[src/rtl/usb_pkg.sv]
// Shared types and constants for the USB bit-level transmitter.
package usb_pkg;

  typedef enum logic [2:0] {
    ST_IDLE,
    ST_SYNC,
    ST_PID,
    ST_DATA,
    ST_CRC,
    ST_EOP
  } state_e;

  // Packet header captured when a send request is accepted
  typedef struct packed {
    logic [3:0] pid;
    logic       has_data;
  } pkt_hdr_t;

  localparam int unsigned DATA_W    = 64;
  localparam int unsigned CRC_W     = 16;
  localparam int unsigned CNT_W     = 7;
  localparam int unsigned ONES_W    = 3;
  localparam int unsigned STUFF_RUN = 6;

  localparam logic [7:0]  SYNC_PATTERN   = 8'b1000_0000;
  localparam logic [15:0] CRC16_POLY     = 16'h8005;
  localparam logic [15:0] CRC16_INIT     = 16'hFFFF;
  localparam logic [15:0] CRC16_RESIDUAL = 16'h800D;

  // {dp,dm} line-state encodings
  localparam logic [1:0] LINE_J   = 2'b10;
  localparam logic [1:0] LINE_K   = 2'b01;
  localparam logic [1:0] LINE_SE0 = 2'b00;

  // One serial CRC16 step, payload bits fed LSB first
  function automatic logic [15:0] crc16_next(input logic [15:0] crc, input logic bit_in);
    crc16_next = {crc[14:0], 1'b0} ^ ((crc[15] ^ bit_in) ? CRC16_POLY : 16'h0000);
  endfunction

endpackage

[src/rtl/usb_stuff_nrzi.sv]
// Bit stuffer and NRZI line encoder; stalls the sender while a stuff bit goes out.
module usb_stuff_nrzi
  import usb_pkg::*;
(
  input  logic clk,
  input  logic rst_L,
  input  logic raw_bit,
  input  logic valid,
  input  logic eop_sel,
  output logic dp,
  output logic dm,
  output logic pause_c
);

  logic [ONES_W-1:0] ones_cnt, ones_nxt;
  logic              line_k, line_k_nxt;
  logic              eop_emit;
  logic [1:0]        line_nxt;

  // A full run of ones forces a stuff bit ahead of whatever is presented
  assign pause_c = valid && (ones_cnt == ONES_W'(STUFF_RUN));

  always_comb begin
    ones_nxt   = '0;
    line_k_nxt = 1'b0;
    eop_emit   = 1'b0;
    if (valid) begin
      if (pause_c) begin
        line_k_nxt = ~line_k;
      end else if (eop_sel) begin
        eop_emit = 1'b1;
      end else if (raw_bit) begin
        ones_nxt   = ones_cnt + ONES_W'(1);
        line_k_nxt = line_k;
      end else begin
        line_k_nxt = ~line_k;
      end
    end
    if (eop_emit) begin
      line_nxt = raw_bit ? LINE_J : LINE_SE0;
    end else begin
      line_nxt = line_k_nxt ? LINE_K : LINE_J;
    end
  end

  always_ff @(posedge clk or negedge rst_L) begin
    if (!rst_L) begin
      ones_cnt <= '0;
      line_k   <= 1'b0;
      dp       <= LINE_J[1];
      dm       <= LINE_J[0];
    end else begin
      ones_cnt <= ones_nxt;
      line_k   <= line_k_nxt;
      dp       <= line_nxt[1];
      dm       <= line_nxt[0];
    end
  end

endmodule

[src/rtl/usb_send_data.sv]
// USB packet transmitter: SYNC, PID, optional 64-bit payload with CRC16, EOP.
module usb_send_data
  import usb_pkg::*;
(
  input  logic              clk,
  input  logic              rst_L,
  input  logic              start,
  input  logic [3:0]        pid,
  input  logic              has_data,
  input  logic [DATA_W-1:0] data,
  output logic              dp_out,
  output logic              dm_out,
  output logic              bus_en,
  output logic              busy,
  output logic              done
);

  state_e            state_q, state_d;
  logic [CNT_W-1:0]  cnt_q, cnt_d;
  pkt_hdr_t          hdr_q, hdr_d;
  logic [DATA_W-1:0] data_q, data_d;
  logic [CRC_W-1:0]  crc_q, crc_d;
  logic              bus_en_d, busy_d, done_d;
  logic              raw_bit_c, valid_c, eop_sel_c, pause_c;
  logic [7:0]        pid_byte;
  logic [3:0]        crc_idx;

  assign pid_byte = {~hdr_q.pid, hdr_q.pid};

  always_ff @(posedge clk or negedge rst_L) begin
    if (!rst_L) begin
      state_q <= ST_IDLE;
      cnt_q   <= '0;
      hdr_q   <= '0;
      data_q  <= '0;
      crc_q   <= CRC16_INIT;
      bus_en  <= 1'b0;
      busy    <= 1'b0;
      done    <= 1'b0;
    end else begin
      state_q <= state_d;
      cnt_q   <= cnt_d;
      hdr_q   <= hdr_d;
      data_q  <= data_d;
      crc_q   <= crc_d;
      bus_en  <= bus_en_d;
      busy    <= busy_d;
      done    <= done_d;
    end
  end

  // Next state and the raw bit presented to the line encoder this cycle
  always_comb begin
    state_d   = state_q;
    cnt_d     = cnt_q;
    hdr_d     = hdr_q;
    data_d    = data_q;
    crc_d     = crc_q;
    raw_bit_c = 1'b0;
    valid_c   = 1'b0;
    eop_sel_c = 1'b0;
    done_d    = 1'b0;
    crc_idx   = 4'(CRC_W - 1) - cnt_q[3:0];

    case (state_q)
      ST_IDLE: begin
        // First SYNC bit leaves on the accepting edge
        if (start) begin
          hdr_d.pid      = pid;
          hdr_d.has_data = has_data;
          data_d         = data;
          crc_d          = CRC16_INIT;
          valid_c        = 1'b1;
          raw_bit_c      = SYNC_PATTERN[0];
          state_d        = ST_SYNC;
          cnt_d          = CNT_W'(1);
        end
      end

      ST_SYNC: begin
        valid_c   = 1'b1;
        raw_bit_c = SYNC_PATTERN[cnt_q[2:0]];
        if (!pause_c) begin
          if (cnt_q == CNT_W'(7)) begin
            state_d = ST_PID;
            cnt_d   = '0;
          end else begin
            cnt_d = cnt_q + CNT_W'(1);
          end
        end
      end

      ST_PID: begin
        valid_c   = 1'b1;
        raw_bit_c = pid_byte[cnt_q[2:0]];
        if (!pause_c) begin
          if (cnt_q == CNT_W'(7)) begin
            cnt_d = '0;
            if (hdr_q.has_data) begin
              state_d = ST_DATA;
              crc_d   = CRC16_INIT;
            end else begin
              state_d = ST_EOP;
            end
          end else begin
            cnt_d = cnt_q + CNT_W'(1);
          end
        end
      end

      ST_DATA: begin
        valid_c   = 1'b1;
        raw_bit_c = data_q[0];
        if (!pause_c) begin
          data_d = data_q >> 1;
          crc_d  = crc16_next(crc_q, data_q[0]);
          if (cnt_q == CNT_W'(DATA_W - 1)) begin
            state_d = ST_CRC;
            cnt_d   = '0;
          end else begin
            cnt_d = cnt_q + CNT_W'(1);
          end
        end
      end

      ST_CRC: begin
        valid_c   = 1'b1;
        raw_bit_c = ~crc_q[crc_idx];
        if (!pause_c) begin
          if (cnt_q == CNT_W'(CRC_W - 1)) begin
            state_d = ST_EOP;
            cnt_d   = '0;
          end else begin
            cnt_d = cnt_q + CNT_W'(1);
          end
        end
      end

      ST_EOP: begin
        // Counts 0..2 drive SE0, SE0, J; count 3 is the done cycle, start still ignored
        if (cnt_q < CNT_W'(3)) begin
          valid_c   = 1'b1;
          eop_sel_c = 1'b1;
          raw_bit_c = (cnt_q == CNT_W'(2));
          if (!pause_c) begin
            cnt_d  = cnt_q + CNT_W'(1);
            done_d = (cnt_q == CNT_W'(2));
          end
        end else begin
          state_d = ST_IDLE;
          cnt_d   = '0;
        end
      end

      default: begin
        state_d = ST_IDLE;
        cnt_d   = '0;
      end
    endcase

    bus_en_d = valid_c;
    busy_d   = valid_c;
  end

  usb_stuff_nrzi u_stuff_nrzi (
    .clk     (clk),
    .rst_L   (rst_L),
    .raw_bit (raw_bit_c),
    .valid   (valid_c),
    .eop_sel (eop_sel_c),
    .dp      (dp_out),
    .dm      (dm_out),
    .pause_c (pause_c)
  );

endmodule

[config.mk]
export PLATFORM = sky130hd
export DESIGN_NAME = usb_send_data
export DESIGN_NICKNAME = d
export VERILOG_FILES = /design/src/rtl/usb_pkg.sv /design/src/rtl/usb_stuff_nrzi.sv /design/src/rtl/usb_send_data.sv
export SDC_FILE = /design/constraint.sdc
export NUM_CORES = 1
export LEC_CHECK = 0
export ABC_AREA = 1
export CORE_MARGIN = 5
export CORE_UTILIZATION = 50
export CTS_CLUSTER_SIZE = 16
export DETAILED_ROUTE_END_ITERATION = 8
export PLACE_DENSITY = 0.81
export SETUP_SLACK_MARGIN = 0.05
export SLEW_MARGIN = 40
export SYNTH_ARGS = -nofsm -noshare
export SYNTH_HDL_FRONTEND = slang
export SYNTH_SLANG_ARGS = --single-unit
[constraint.sdc]
create_clock -name clk -period 2.1 [get_ports clk]
set_clock_uncertainty 0.1 [all_clocks]
set_input_delay 0.525 -clock clk [delete_from_list [all_inputs] [get_ports clk]]
set_output_delay 0.525 -clock clk [all_outputs]
set_load 0.01 [all_outputs]
Word level (Yosys, flattened, before mapping)
Memories as Yosys holds them, arrays and structs flattened. Cells that the tools add are included.

Output and inout port bits: 5. Flip-flop bits (word level): 103. Word-level logic and storage cells: 118. ROM bits: 8. Memories: 1.

Memories: (no name shown) (words 8, width 1, read ports 1, clocked after Yosys merged registers in 0, write ports 0, RTL line usb_send_data.sv:82) `raw_bit_c = SYNC_PATTERN[cnt_q[2:0]];`.

Reduce and logical (&&, ||, !) cells: 11. Add/sub/neg operators: 3. Equal/unequal tests: 23. Muxes and demuxes: 60. Bitwise logic cells: 5. Magnitude comparators: 3.

Operators with widths (count): $mux W64 (2); $pmux W64 S2 (1); $mux W16 (6); $mux W7 (9); $pmux W16 S3 (1); $mux W3 (15); $pmux W7 S5 (1); $ne A2 B2 Y1 const B (12); $pmux W3 S6 (1); $mux W1 (17); $xor A16 B16 Y16 (1); $reduce_and A10 Y1 (1); $eq A3 B3 Y1 const B (3); $add A7 B1 Y7 const B (1); $eq A7 B2 Y1 const B (1); $eq A7 B3 Y1 const B (1); $eq A7 B4 Y1 const B (1); $eq A7 B6 Y1 const B (1); $lt A7 B2 Y1 const B (1); $eq A3 B2 Y1 const B (2); $mux W2 (3); $reduce_and A6 Y1 (1); $lt A4 B5 Y1 const B (1); $pmux W1 S5 (1); other kinds (20) (21).

Depth between registers and ports, before layout
Gate-level depths: netlist (run 1).

Word-level depth: 11. Depth in mapped cells: 15.

By module
A second synthesis (run 1) with hierarchy kept.

Cell total of the unflattened synthesis: 689. Area total of the unflattened synthesis: 6092.1 µm².

Modules (own cells, without submodules): usb_send_data (area an instance 5811.8 µm², times used 1, cells each 658, sequential area each 2447.3 µm²); usb_stuff_nrzi (area an instance 280.3 µm², times used 1, cells each 31, sequential area each 151.4 µm²).

Least setup slack after synthesis (run 1)
Ideal clock, no wire load.

Path type: register to register. From: register state_q[2]. To: register data_q[25]. Clock period less this slack: 1.988 ns. Path buffers: 2. Arrival time: 1.765 ns. Cell stages (with the launch flop): 16. Setup slack: 0.112 ns. Cells stage by stage: dfrtp_1 > inv_2 > ha_1 > nand3b_1 > nor2_1 > nand2_2 > nand2_2 > nor2_4 > nand2_2 > nand2_4 > nor2_4 > inv_4 > buf_6 > buf_8 > nand2_1 > o21ai_2.

Longest elaborated chain between the ends: 6. Elaborated cells on any way between the ends: 14. Those cells by class: eq/ne (7); mux (2); reduce/logical (5).

Ends and longest elaborated chain: start, declared (RTL line usb_send_data.sv:18) `state_e state_q, state_d;`; start signal, assigned (RTL line usb_send_data.sv:41) `state_q <= state_d;`; $eq A3 B3 Y1, or another cell as far along (RTL line usb_send_data.sv:65) `case (state_q)`; $reduce_or A4 Y1 (no source line); $pmux W1 S3 (RTL line usb_send_data.sv:65); $logic_and A1 B1 Y1 (RTL line usb_stuff_nrzi.sv:21) `assign pause_c = valid && (ones_cnt == ONES_W'(STUFF_RUN));`; $ne A2 B2 Y1 (no source line); $reduce_and A3 Y1 (no source line); end signal, assigned (RTL line usb_send_data.sv:44) `data_q <= data_d;`; end, declared (RTL line usb_send_data.sv:21) `logic [DATA_W-1:0] data_q, data_d;`.

Parallel ways exist; a longest one is shown, timed or not. A chain may end at the register's enable or synchronous reset.

Worst setup path in the final report (run 1)
From: register state_q[1]. To: register crc_q[2].

Longest elaborated chain between the ends: 6. Elaborated cells on any way between the ends: 17. Those cells by class: eq/ne (10); mux (2); reduce/logical (5).

Ends and longest elaborated chain: $eq A3 B3 Y1, or another cell as far along (RTL line usb_send_data.sv:65); $reduce_or A4 Y1 (no source line); $pmux W1 S3 (RTL line usb_send_data.sv:65); $logic_and A1 B1 Y1 (RTL line usb_stuff_nrzi.sv:21); $ne A2 B2 Y1 (no source line); $reduce_and A6 Y1 (no source line); end signal, assigned (RTL line usb_send_data.sv:45) `crc_q <= crc_d;`; end, declared (RTL line usb_send_data.sv:22) `logic [CRC_W-1:0] crc_q, crc_d;`.

Parallel ways exist; a longest one is shown, timed or not.

==> results.json, run 1 <==
{
  "outcome": "finished with violations",
  "violations": "negative setup slack",
  "cts_buffer_depth": 2,
  "hold_ws_ns": 0.00315,
  "io_buffer_count": 76,
  "grt_setup_unrepaired": "true",
  "ir_drop_v": 0.000862,
  "die_outline_area_sq_um": 13400,
  "synth_fp_nets": 747,
  "ys_ff_latch": 103,
  "rd_place_congestion": 0.919,
  "worst-endpoint-required_ns": 2.30,
  "vias_in_the_first_global_route": 4753,
  "grt_start_max_net_pins": 65,
  "worst-path-max-fanout": 5,
  "timing.max_slew.rel_slack_pct": 66.5,
  "startpoint_type": "register",
  "synth.distinct_cells": 36,
  "detail-route-antenna-nets": 0,
  "grt_usage_pct": 19.8,
  "synth_top_area_cell": "sky130_fd_sc_hd__dfrtp_1",
  "start_util_pct": 51.3,
  "synth_top_cells_by_count": "sky130_fd_sc_hd__nand2_1 (124), sky130_fd_sc_hd__o21ai_0 (121), sky130_fd_sc_hd__dfrtp_1 (86)",
  "synth_area_leaders": "sky130_fd_sc_hd__dfrtp_1 (39%), sky130_fd_sc_hd__o21ai_0 (11%), sky130_fd_sc_hd__nand2_1 (8.3%), sky130_fd_sc_hd__dfstp_2 (8.0%), sky130_fd_sc_hd__or2_2 (7.1%)",
  "synthFlopType": "sky130_fd_sc_hd__dfrtp_1",
  "power_leakage_nw": 3.43,
  "share_of_layout_cells_above_drive_strength_1_pct": 36.3,
  "dpl.hpwl_um": 8890,
  "yosysSeqAreaShare_pct": 46.5,
  "share_of_the_clock_period_used_by_the_worst_path_after_layout_pct": 103,
  "setup.reg_to_reg.worst_slack_ns": -0.07,
  "chipHeight_um": 116,
  "worstReg2RegEnd": "crc_q[2]",
  "drcViolationCount": 0,
  "finalPower_mw": 11.6,
  "cts_made_buffers": 9,
  "clock-root-buffer": "sky130_fd_sc_hd__clkbuf_8",
  "grt_antenna_before_repair": 0,
  "path_common_cell": "sky130_fd_sc_hd__nand2_4",
  "timing.final.max_slew_violations": 0,
  "worst_r2r_path_depth": 14,
  "timing_hold_violations_final": 0,
  "power_density_nw_per_um2": 1550,
  "clock_tree_from_tritoncts": "built",
  "worst_slack_ns": -0.0731,
  "slowest_delay_ns": 0.47,
  "timing.critical_path.cells": "ha_4 -> nand3b_1 -> nor2_2 -> nand2_4 -> nand2_4 -> nor2_4 -> nand2_2 -> nand2_4 -> buf_6 -> nor2_4 -> buf_6 -> clkbuf_16 -> o21ai_0 -> o21ai_1",
  "syn_avg_cell_area_sq_um": 8.38,
  "place_ws_ns": -0.331,
  "worstSkewPairLatency_ns": 0.37,
  "drt_first_iter_violations": 368,
  "critPathCaptureType": "register",
  "route.detailed.vias_per_inst": 5.31,
  "yosys_warnings": 0,
  "cp.arrival_ns": 2.38,
  "grt_pass1_wl_um": 21600,
  "gr-total-overflow": 0,
  "netlist_instances": 667,
  "drv.max_cap_violation_count": 0,
  "post_synth_edffs": 0,
  "post-route-min-period_ns": 2.17,
  "worstReg2RegStart": "state_q[1]",
  "fmax_mhz": 460,
  "path_clk_slew_ns": 0.11,
  "critical_path_class": "reg -> reg",
  "wire_per_inst_um": 15.0,
  "ys_async_sr_fraction_pct": 100,
  "clock_sink_count": 103,
  "floorplan.rows": 38,
  "syn-cell-area_sq_um": 5590,
  "area.growth.synth_to_final_pct": 34.3,
  "antennaDiodeCount": 0,
  "coreArea_sq_um": 10900,
  "die-width_um": 116,
  "routed_wl_um": 13900,
  "drt_pass1_iterations": 5,
  "floorplan.io_pins": 77,
  "yosys.area.top_type_share_pct": 38.5,
  "cts-htree-levels": 3,
  "hold_path.class": "in -> async",
  "finalSetupViolations": 75,
  "critical_path.slowest_cell": "sky130_fd_sc_hd__dfrtp_2",
  "layout.nets": 860,
  "routed-via-count": 4911,
  "yosysMostFrequentCell": "sky130_fd_sc_hd__nand2_1",
  "timing_worst_slew_pin_value_ns": 0.502
}
placed cells by master, fill, tap and decap left out, types with 34 or more instances in the layout:
cell	instances
sky130_fd_sc_hd__buf_4	39
sky130_fd_sc_hd__clkdlybuf4s50_1	74
sky130_fd_sc_hd__dfrtp_1	81
sky130_fd_sc_hd__inv_1	41
sky130_fd_sc_hd__nand2_1	102
sky130_fd_sc_hd__nand2_2	34
sky130_fd_sc_hd__o21ai_0	91
sky130_fd_sc_hd__o21ai_1	42
sky130_fd_sc_hd__o21ai_2	36
sky130_fd_sc_hd__or2_2	63
critical path, delay by kind of cell, from the launching register on:
family          cells  cell delay (ns)
buf+inv             3             0.38
flops               1             0.47
compound gates      2             0.19
simple gates        8             0.80
fa+ha+maj           1             0.17
worst max path at each step:
| stage | depth (start not counted) | start | endpoint |
|---|---|---|---|
| 6_report | 14 | state_q[1] | crc_q[2] |
| 5_1_grt | 16 | state_q[1] | crc_q[3] |
| 4_1_cts | 13 | state_q[1] | data_q[1] |
| 3_5_place_dp | 14 | start | data_q[15] |
| 3_3_place_gp | 14 | start | data_q[13] |
| 2_1_floorplan | 15 | state_q[2] | data_q[25] |
cell type report:
| type | instances | area [sq um] |
|---|---|---|
| multi-input combinational | 477 | 2870 |
| fill | 801 | 3390 |
| tap | 140 | 175 |
| clock buffer | 10 | 138 |
| clock inverter | 6 | 62.6 |
| inverter | 51 | 206 |
| timing repair inverter | 1 | 6.26 |
| timing repair buffer | 137 | 1440 |
| sequential | 103 | 2610 |
kinds of logic after synthesis:
| family | synth area share, % |
|---|---|
| compound gates | 18.7 |
| xor+xnor | 0.941 |
| simple gates | 25.0 |
| fa+ha+maj | 1.79 |
| buf+inv | 7.03 |
| flops | 46.5 |
through the flow:
stage,cells,cell area [sq um],setup TNS [ns],utilization (%)
3_3_place_gp,878,6670,-17.34,61.3
5_1_grt,925,7500,-9.92,68.9
2_1_floorplan,667,5590,0,-
4_1_cts,906,7160,-0.0165,65.7
3_5_place_dp,878,6670,-21.23,61.3
6_report,925,7500,-2.58,68.9
sequential cells by signal, indices dropped and copies added (netlist names), 3 cells and up:
register	count
cnt_q	7
u_stuff_nrzi.ones_cnt	3
hdr_q	5
crc_q	16
state_q	3
data_q	64
where the power goes:
group / internal (mW) / switching, mW
clock network: 0.496 / 0.748
logic: 3.05 / 3.59
registers: 3.08 / 0.688
metal layers:
metal | vias to the layer above | wire [um] | GRT usage, %
met1 | 2349 | 5870 | 26.6
met3 | 22 | 770 | 3.97
met4 | 0 | 224 | 5.18
met5 | - | 0 | 0
met2 | 132 | 7020 | 33.2
li1 | 2408 | - | -
timing repair:
| item | CTS | global route |
|---|---|---|
| setup endpoints to repair | 68 | 96 |
| resized for setup | 65 | 62 |
| hold buffers | 0 | 0 |
| setup buffers | 9 | 19 |
| cloned | 3 | 2 |
| pin swaps | 7 | 10 |
Power figures use the tool's default switching activity.
==> run 2: changes to the inputs <==
--- a/config.mk
+++ b/config.mk
@@ -7,11 +7,12 @@
 export LEC_CHECK = 0
 export ABC_AREA = 1
 export CORE_MARGIN = 5
-export CORE_UTILIZATION = 50
+export CORE_UTILIZATION = 58
 export CTS_CLUSTER_SIZE = 16
 export DETAILED_ROUTE_END_ITERATION = 8
-export PLACE_DENSITY = 0.81
-export SETUP_SLACK_MARGIN = 0.05
+export DONT_BUFFER_PORTS = 1
+export PLACE_DENSITY = 0.8
+export SETUP_SLACK_MARGIN = 0.15
 export SLEW_MARGIN = 40
 export SYNTH_ARGS = -nofsm -noshare
 export SYNTH_HDL_FRONTEND = slang
==> results.json, run 2 (same netlist as run 1, synthesis figures left out) <==
{
  "outcome": "finished with violations",
  "violations": "negative hold slack, negative setup slack",
  "numPlacedInstances": 783,
  "area.growth.synth_to_final_pct": 17.1,
  "design_area_sq_um": 6540,
  "timing.critical_path.cells": "buf_4 -> buf_4 -> nand3_2 -> inv_1 -> nand2_2 -> nand2_4 -> nor2_4 -> buf_12 -> inv_6 -> buf_12 -> nand2_1 -> o21ai_0",
  "die-width_um": 108,
  "route.detailed.vias_per_inst": 5.61,
  "floorplan.io_pins": 77,
  "top_regs": "data_q: 64 flops, crc_q: 16 flops, cnt_q: 7 flops",
  "cts_made_buffers": 9,
  "power.share.switching_pct": 42.9,
  "finalSetupViolations": 35,
  "most-common-layout-cells": "sky130_fd_sc_hd__nand2_1 (109), sky130_fd_sc_hd__o21ai_0 (101), sky130_fd_sc_hd__dfrtp_1 (82)",
  "chipHeight_um": 108,
  "timing_hold_violations_final": 103,
  "power_density_nw_per_um2": 1700,
  "worst_slack_ns": -0.0655,
  "coreArea_sq_um": 9330,
  "path_clk_slew_ns": 0.12,
  "final-instance-count-excl-fill": 825,
  "utilization_pct": 70.1,
  "timing.max_slew.rel_slack_pct": 74.2,
  "worst_r2r_path_depth": 12,
  "io_buffer_count": 0,
  "die_outline_area_sq_um": 11700,
  "hold_path.class": "in -> async",
  "slowest_delay_ns": 0.45,
  "gr-total-overflow": 0,
  "wire_per_inst_um": 16.0,
  "drt_first_iter_violations": 420,
  "worst-path-max-fanout": 13,
  "worst-endpoint-required_ns": 2.25,
  "final_common_cell": "sky130_fd_sc_hd__nand2_1",
  "p_switching_mw": 4.78,
  "timing_worst_slew_pin_value_ns": 0.383,
  "grt_start_max_net_pins": 104,
  "dpl.hpwl_um": 8110,
  "grt_usage_pct": 20.6,
  "grt_pass1_wl_um": 19700,
  "startpoint_type": "register",
  "layout.nets": 771,
  "finalPower_mw": 11.1,
  "drt_pass1_iterations": 5,
  "routed-via-count": 4627,
  "share_of_layout_cells_above_drive_strength_1_pct": 37.4,
  "share_of_the_clock_period_used_by_the_worst_path_after_layout_pct": 103,
  "power_leakage_nw": 3.05,
  "timing.final.max_slew_violations": 0,
  "grt_setup_unrepaired": "true",
  "portion_of_total_power_attributed_to_the_clock_network_pct": 12.3,
  "vias_in_the_first_global_route": 4277,
  "post-route-min-period_ns": 2.17,
  "max_flop_register": "data_q",
  "fmax_mhz": 462,
  "clock_tree_from_tritoncts": "built",
  "cp_num_buf_inv": 6,
  "antennaDiodeCount": 0,
  "critical_path_class": "reg -> reg",
  "rd_place_congestion": 0.949,
  "hold_ws_ns": -0.275,
  "worstReg2RegEnd": "data_q[56]",
  "cp.arrival_ns": 2.32,
  "start_util_pct": 59.9,
  "routed_wl_um": 13200,
  "floorplan.rows": 35,
  "critical_path.slowest_cell": "sky130_fd_sc_hd__dfrtp_2",
  "seqPwrFrac_pct": 33.6,
  "p_int_mw": 6.37,
  "largest_register_ff_count": 64,
  "grt_antenna_before_repair": 1,
  "ir_drop_v": 0.000832,
  "cts-htree-levels": 3,
  "drv.max_cap_violation_count": 0,
  "clock-root-buffer": "sky130_fd_sc_hd__clkbuf_8",
  "clock_sink_count": 103,
  "worstSkewPairLatency_ns": 0.37,
  "critPathCaptureType": "register",
  "power_frac_comb_pct": 54.1,
  "placement.cell_area_sq_um": 5800,
  "worstReg2RegStart": "state_q[1]",
  "drcViolationCount": 0,
  "detail-route-antenna-nets": 0,
  "cts_buffer_depth": 2,
  "cpLargestDelayFamily": "buffers and inverters",
  "setup.reg_to_reg.worst_slack_ns": -0.07
}
## run 2: timing repair
| item | CTS | global route |
|---|---|---|
| gates resized for setup | 10 | 63 |
| cloned | 2 | 9 |
| hold endpoints to repair | 103 | 103 |
| pin swaps | 0 | 6 |
| buffers inserted | 6 | 9 |
| endpoints found under the setup margin | 88 | 95 |
## run 2: how the worst max path moves through the flow
stage                     startpoint    endpoint  slack, ns  depth (start not counted)
final                     state_q[1]  data_q[56]      -0.07                         12
after global routing      state_q[2]  data_q[56]      -0.19                         15
after CTS                 state_q[1]   data_q[1]       0.06                         13
after detailed placement  state_q[1]  data_q[51]       0.01                         14
after global placement      cnt_q[0]  state_q[2]       0.07                         10
after floorplan           state_q[2]  data_q[25]       0.12                         15
## run 2: worst register-to-register path: stages (launching register included)
cell	delay, ns
sky130_fd_sc_hd__dfrtp_2	0.45
sky130_fd_sc_hd__buf_4	0.15
sky130_fd_sc_hd__buf_4	0.12
sky130_fd_sc_hd__nand3_2	0.14
sky130_fd_sc_hd__inv_1	0.19
sky130_fd_sc_hd__nand2_2	0.14
sky130_fd_sc_hd__nand2_4	0.08
sky130_fd_sc_hd__nor2_4	0.14
sky130_fd_sc_hd__buf_12	0.15
sky130_fd_sc_hd__inv_6	0.07
sky130_fd_sc_hd__buf_12	0.15
sky130_fd_sc_hd__nand2_1	0.08
sky130_fd_sc_hd__o21ai_0	0.10
## run 2: layer usage
metal  track usage, %  part of all wire, %  up-vias
met4             5.68                  1.8        2
li1                 -                    -     2231
met2             33.6                   50      133
met1             27.9                   43     2235
met5                0                 0.12        -
met3             4.72                  5.4       26
## run 2: power groups by stage
stage	clock network [mW]	registers, mW	logic, mW
global route	1.48	3.86	6.63
global placement	0	3.67	4.33
CTS	1.39	3.68	4.84
floorplan	0	3.53	3.68
detailed placement	0	3.70	4.54
finish	1.37	3.75	6.03
## run 2: area by class of cell
cell class | count | area, sq um
inverter | 51 | 204
sequential | 103 | 2600
fill | 699 | 2790
multi-input combinational | 477 | 2750
clock inverter | 7 | 97.6
timing repair buffer | 47 | 581
tap | 129 | 161
clock buffer | 9 | 124
timing repair inverter | 2 | 17.5
## run 2: stage by stage
| stage | TNS [ns] | setup slack [ns] | hold slack, ns |
|---|---|---|---|
| 4_1_cts | 0 | 0.0573 | -0.276 |
| 3_5_place_dp | 0 | 0.0139 | 0.133 |
| 6_report | -0.589 | -0.0655 | -0.275 |
| 2_1_floorplan | 0 | 0.123 | 0.129 |
| 5_1_grt | -7.52 | -0.186 | -0.297 |
| 3_3_place_gp | 0 | 0.0653 | 0.133 |
==> run 3: changes to the inputs <==
--- a/config.mk
+++ b/config.mk
@@ -11,7 +11,7 @@
 export CTS_CLUSTER_SIZE = 16
 export DETAILED_ROUTE_END_ITERATION = 8
 export DONT_BUFFER_PORTS = 1
-export PLACE_DENSITY = 0.8
+export PLACE_DENSITY = 0.87
 export SETUP_SLACK_MARGIN = 0.15
 export SLEW_MARGIN = 40
 export SYNTH_ARGS = -nofsm -noshare
==> results.json, run 3 (same netlist as run 1, synthesis figures left out) <==
{
  "outcome": "finished with violations",
  "violations": "negative hold slack",
  "drt_first_iter_violations": 382,
  "grt_setup_unrepaired": "true",
  "clock_sink_count": 103,
  "p_int_mw": 6.15,
  "clock_tree_from_tritoncts": "built",
  "critical_path_class": "reg -> reg",
  "cp_num_buf_inv": 4,
  "die_outline_area_sq_um": 11700,
  "post-route-min-period_ns": 2.09,
  "timing.final.max_slew_violations": 0,
  "share_of_the_clock_period_used_by_the_worst_path_after_layout_pct": 99.4,
  "share_of_layout_cells_above_drive_strength_1_pct": 39.3,
  "design_area_sq_um": 6520,
  "place_ws_ns": -0.0399,
  "grt_usage_pct": 21.0,
  "worst-path-max-fanout": 6,
  "power_density_nw_per_um2": 1660,
  "path_clk_slew_ns": 0.10,
  "worstReg2RegStart": "state_q[1]",
  "layout.nets": 774,
  "timing_worst_slew_pin_value_ns": 0.685,
  "fmax_mhz": 479,
  "startpoint_type": "register",
  "area.growth.synth_to_final_pct": 16.7,
  "worst_slack_ns": 0.0121,
  "area_of_the_multi_input_gates_sq_um": 2790,
  "worstSkewPairLatency_ns": 0.37,
  "routed_wl_um": 12900,
  "power_leakage_nw": 3.01,
  "route.detailed.vias_per_inst": 5.54,
  "top_regs": "data_q: 64 flops, crc_q: 16 flops, cnt_q: 7 flops",
  "gr-total-overflow": 0,
  "power_frac_comb_pct": 54.6,
  "detail-route-antenna-nets": 0,
  "hold_path.class": "in -> async",
  "finalPower_mw": 10.8,
  "portion_of_total_power_attributed_to_the_clock_network_pct": 10.8,
  "vias_in_the_first_global_route": 4218,
  "floorplan.io_pins": 77,
  "cpLargestDelayFamily": "simple AND/OR/NAND/NOR gates",
  "nFillCells": 681,
  "timing_hold_violations_final": 103,
  "rd_place_congestion": 0.906,
  "timing.max_slew.rel_slack_pct": 54.3,
  "worst-endpoint-required_ns": 2.29,
  "chipHeight_um": 108,
  "grt_antenna_before_repair": 1,
  "clock-root-buffer": "sky130_fd_sc_hd__clkbuf_8",
  "routed-via-count": 4596,
  "most-common-layout-cells": "sky130_fd_sc_hd__nand2_1 (102), sky130_fd_sc_hd__o21ai_0 (93), sky130_fd_sc_hd__dfrtp_1 (82)",
  "utilization_pct": 69.9,
  "critical_path.slowest_cell": "sky130_fd_sc_hd__dfrtp_2",
  "placement.cell_area_sq_um": 5840,
  "final-instance-count-excl-fill": 829,
  "wire_per_inst_um": 15.5,
  "cts-htree-levels": 3,
  "drcViolationCount": 0,
  "max_flop_register": "data_q",
  "drt_pass1_iterations": 5,
  "seqPwrFrac_pct": 34.6,
  "cts_buffer_depth": 2,
  "largest_register_ff_count": 64,
  "finalSetupViolations": 0,
  "tns_ns": 0,
  "coreArea_sq_um": 9330,
  "numPlacedInstances": 785,
  "seqCellArea_sq_um": 2600,
  "start_util_pct": 59.9,
  "critPathCaptureType": "register",
  "grt_start_max_net_pins": 104,
  "final_common_cell": "sky130_fd_sc_hd__nand2_1",
  "dpl.hpwl_um": 8280,
  "io_buffer_count": 0,
  "power.share.switching_pct": 43.2,
  "drv.max_cap_violation_count": 0,
  "cts_made_buffers": 9,
  "die-width_um": 108,
  "cp.arrival_ns": 2.28,
  "timing.critical_path.cells": "inv_2 -> nand3_2 -> nor2_1 -> nand3_1 -> nand2_2 -> nand2_4 -> nor2_4 -> nand2_2 -> nand2_4 -> nor2_4 -> buf_12 -> clkbuf_16 -> buf_6 -> o21ai_2",
  "floorplan.rows": 35,
  "critical_path.startpoint": "state_q[1]",
  "p_switching_mw": 4.68,
  "ir_drop_v": 0.000732,
  "grt_pass1_wl_um": 19800,
  "hold_ws_ns": -0.259,
  "slowest_delay_ns": 0.47
}
## run 3: repair_timing
item,in CTS,in global routing
gates resized for setup,17,84
buffers inserted,7,16
pin swaps,1,18
gates cloned,0,4
setup endpoints to repair,92,94
endpoints found under the hold margin,103,103
## run 3: layout make-up
cell class / count / share of cell area, %
clock inverters: 6 / 0.825
well taps: 129 / 2.48
repair buffers: 52 / 8.73
multi-input cells: 477 / 42.8
diodes: 1 / 0.0384
inverters: 51 / 3.24
clock buffers: 10 / 1.96
flip-flops and latches: 103 / 39.9
## run 3: power by group through the flow
stage | sequential (mW) | combinational (mW) | clock (mW)
final | 3.75 | 5.92 | 1.16
after global routing | 3.87 | 6.54 | 1.28
after CTS | 3.68 | 4.89 | 1.18
after detailed placement | 3.71 | 4.70 | 0
after global placement | 3.66 | 4.48 | 0
after floorplan | 3.53 | 3.68 | 0
## run 3: path summary, 6_finish.rpt
check | end | depth (start not counted) | slack, ns
max | crc_q[6] | 14 | 0.01
min | data_q[12] | 0 | -0.26
max reg2reg | crc_q[6] | 14 | 0.01
min reg2reg | crc_q[13] | 2 | 0.37
max in group asynchronous | crc_q[7] | 0 | 1.93
min in group clk | hdr_q[4] | 2 | 0.19
## run 3: layer usage
metal,routed length (um),track usage [%],vias to the layer above
met3,714,4.00,23
met1,5450,28.4,2198
met4,280,6.58,0
li1,-,-,2231
met5,0,0,-
met2,6430,34.4,144
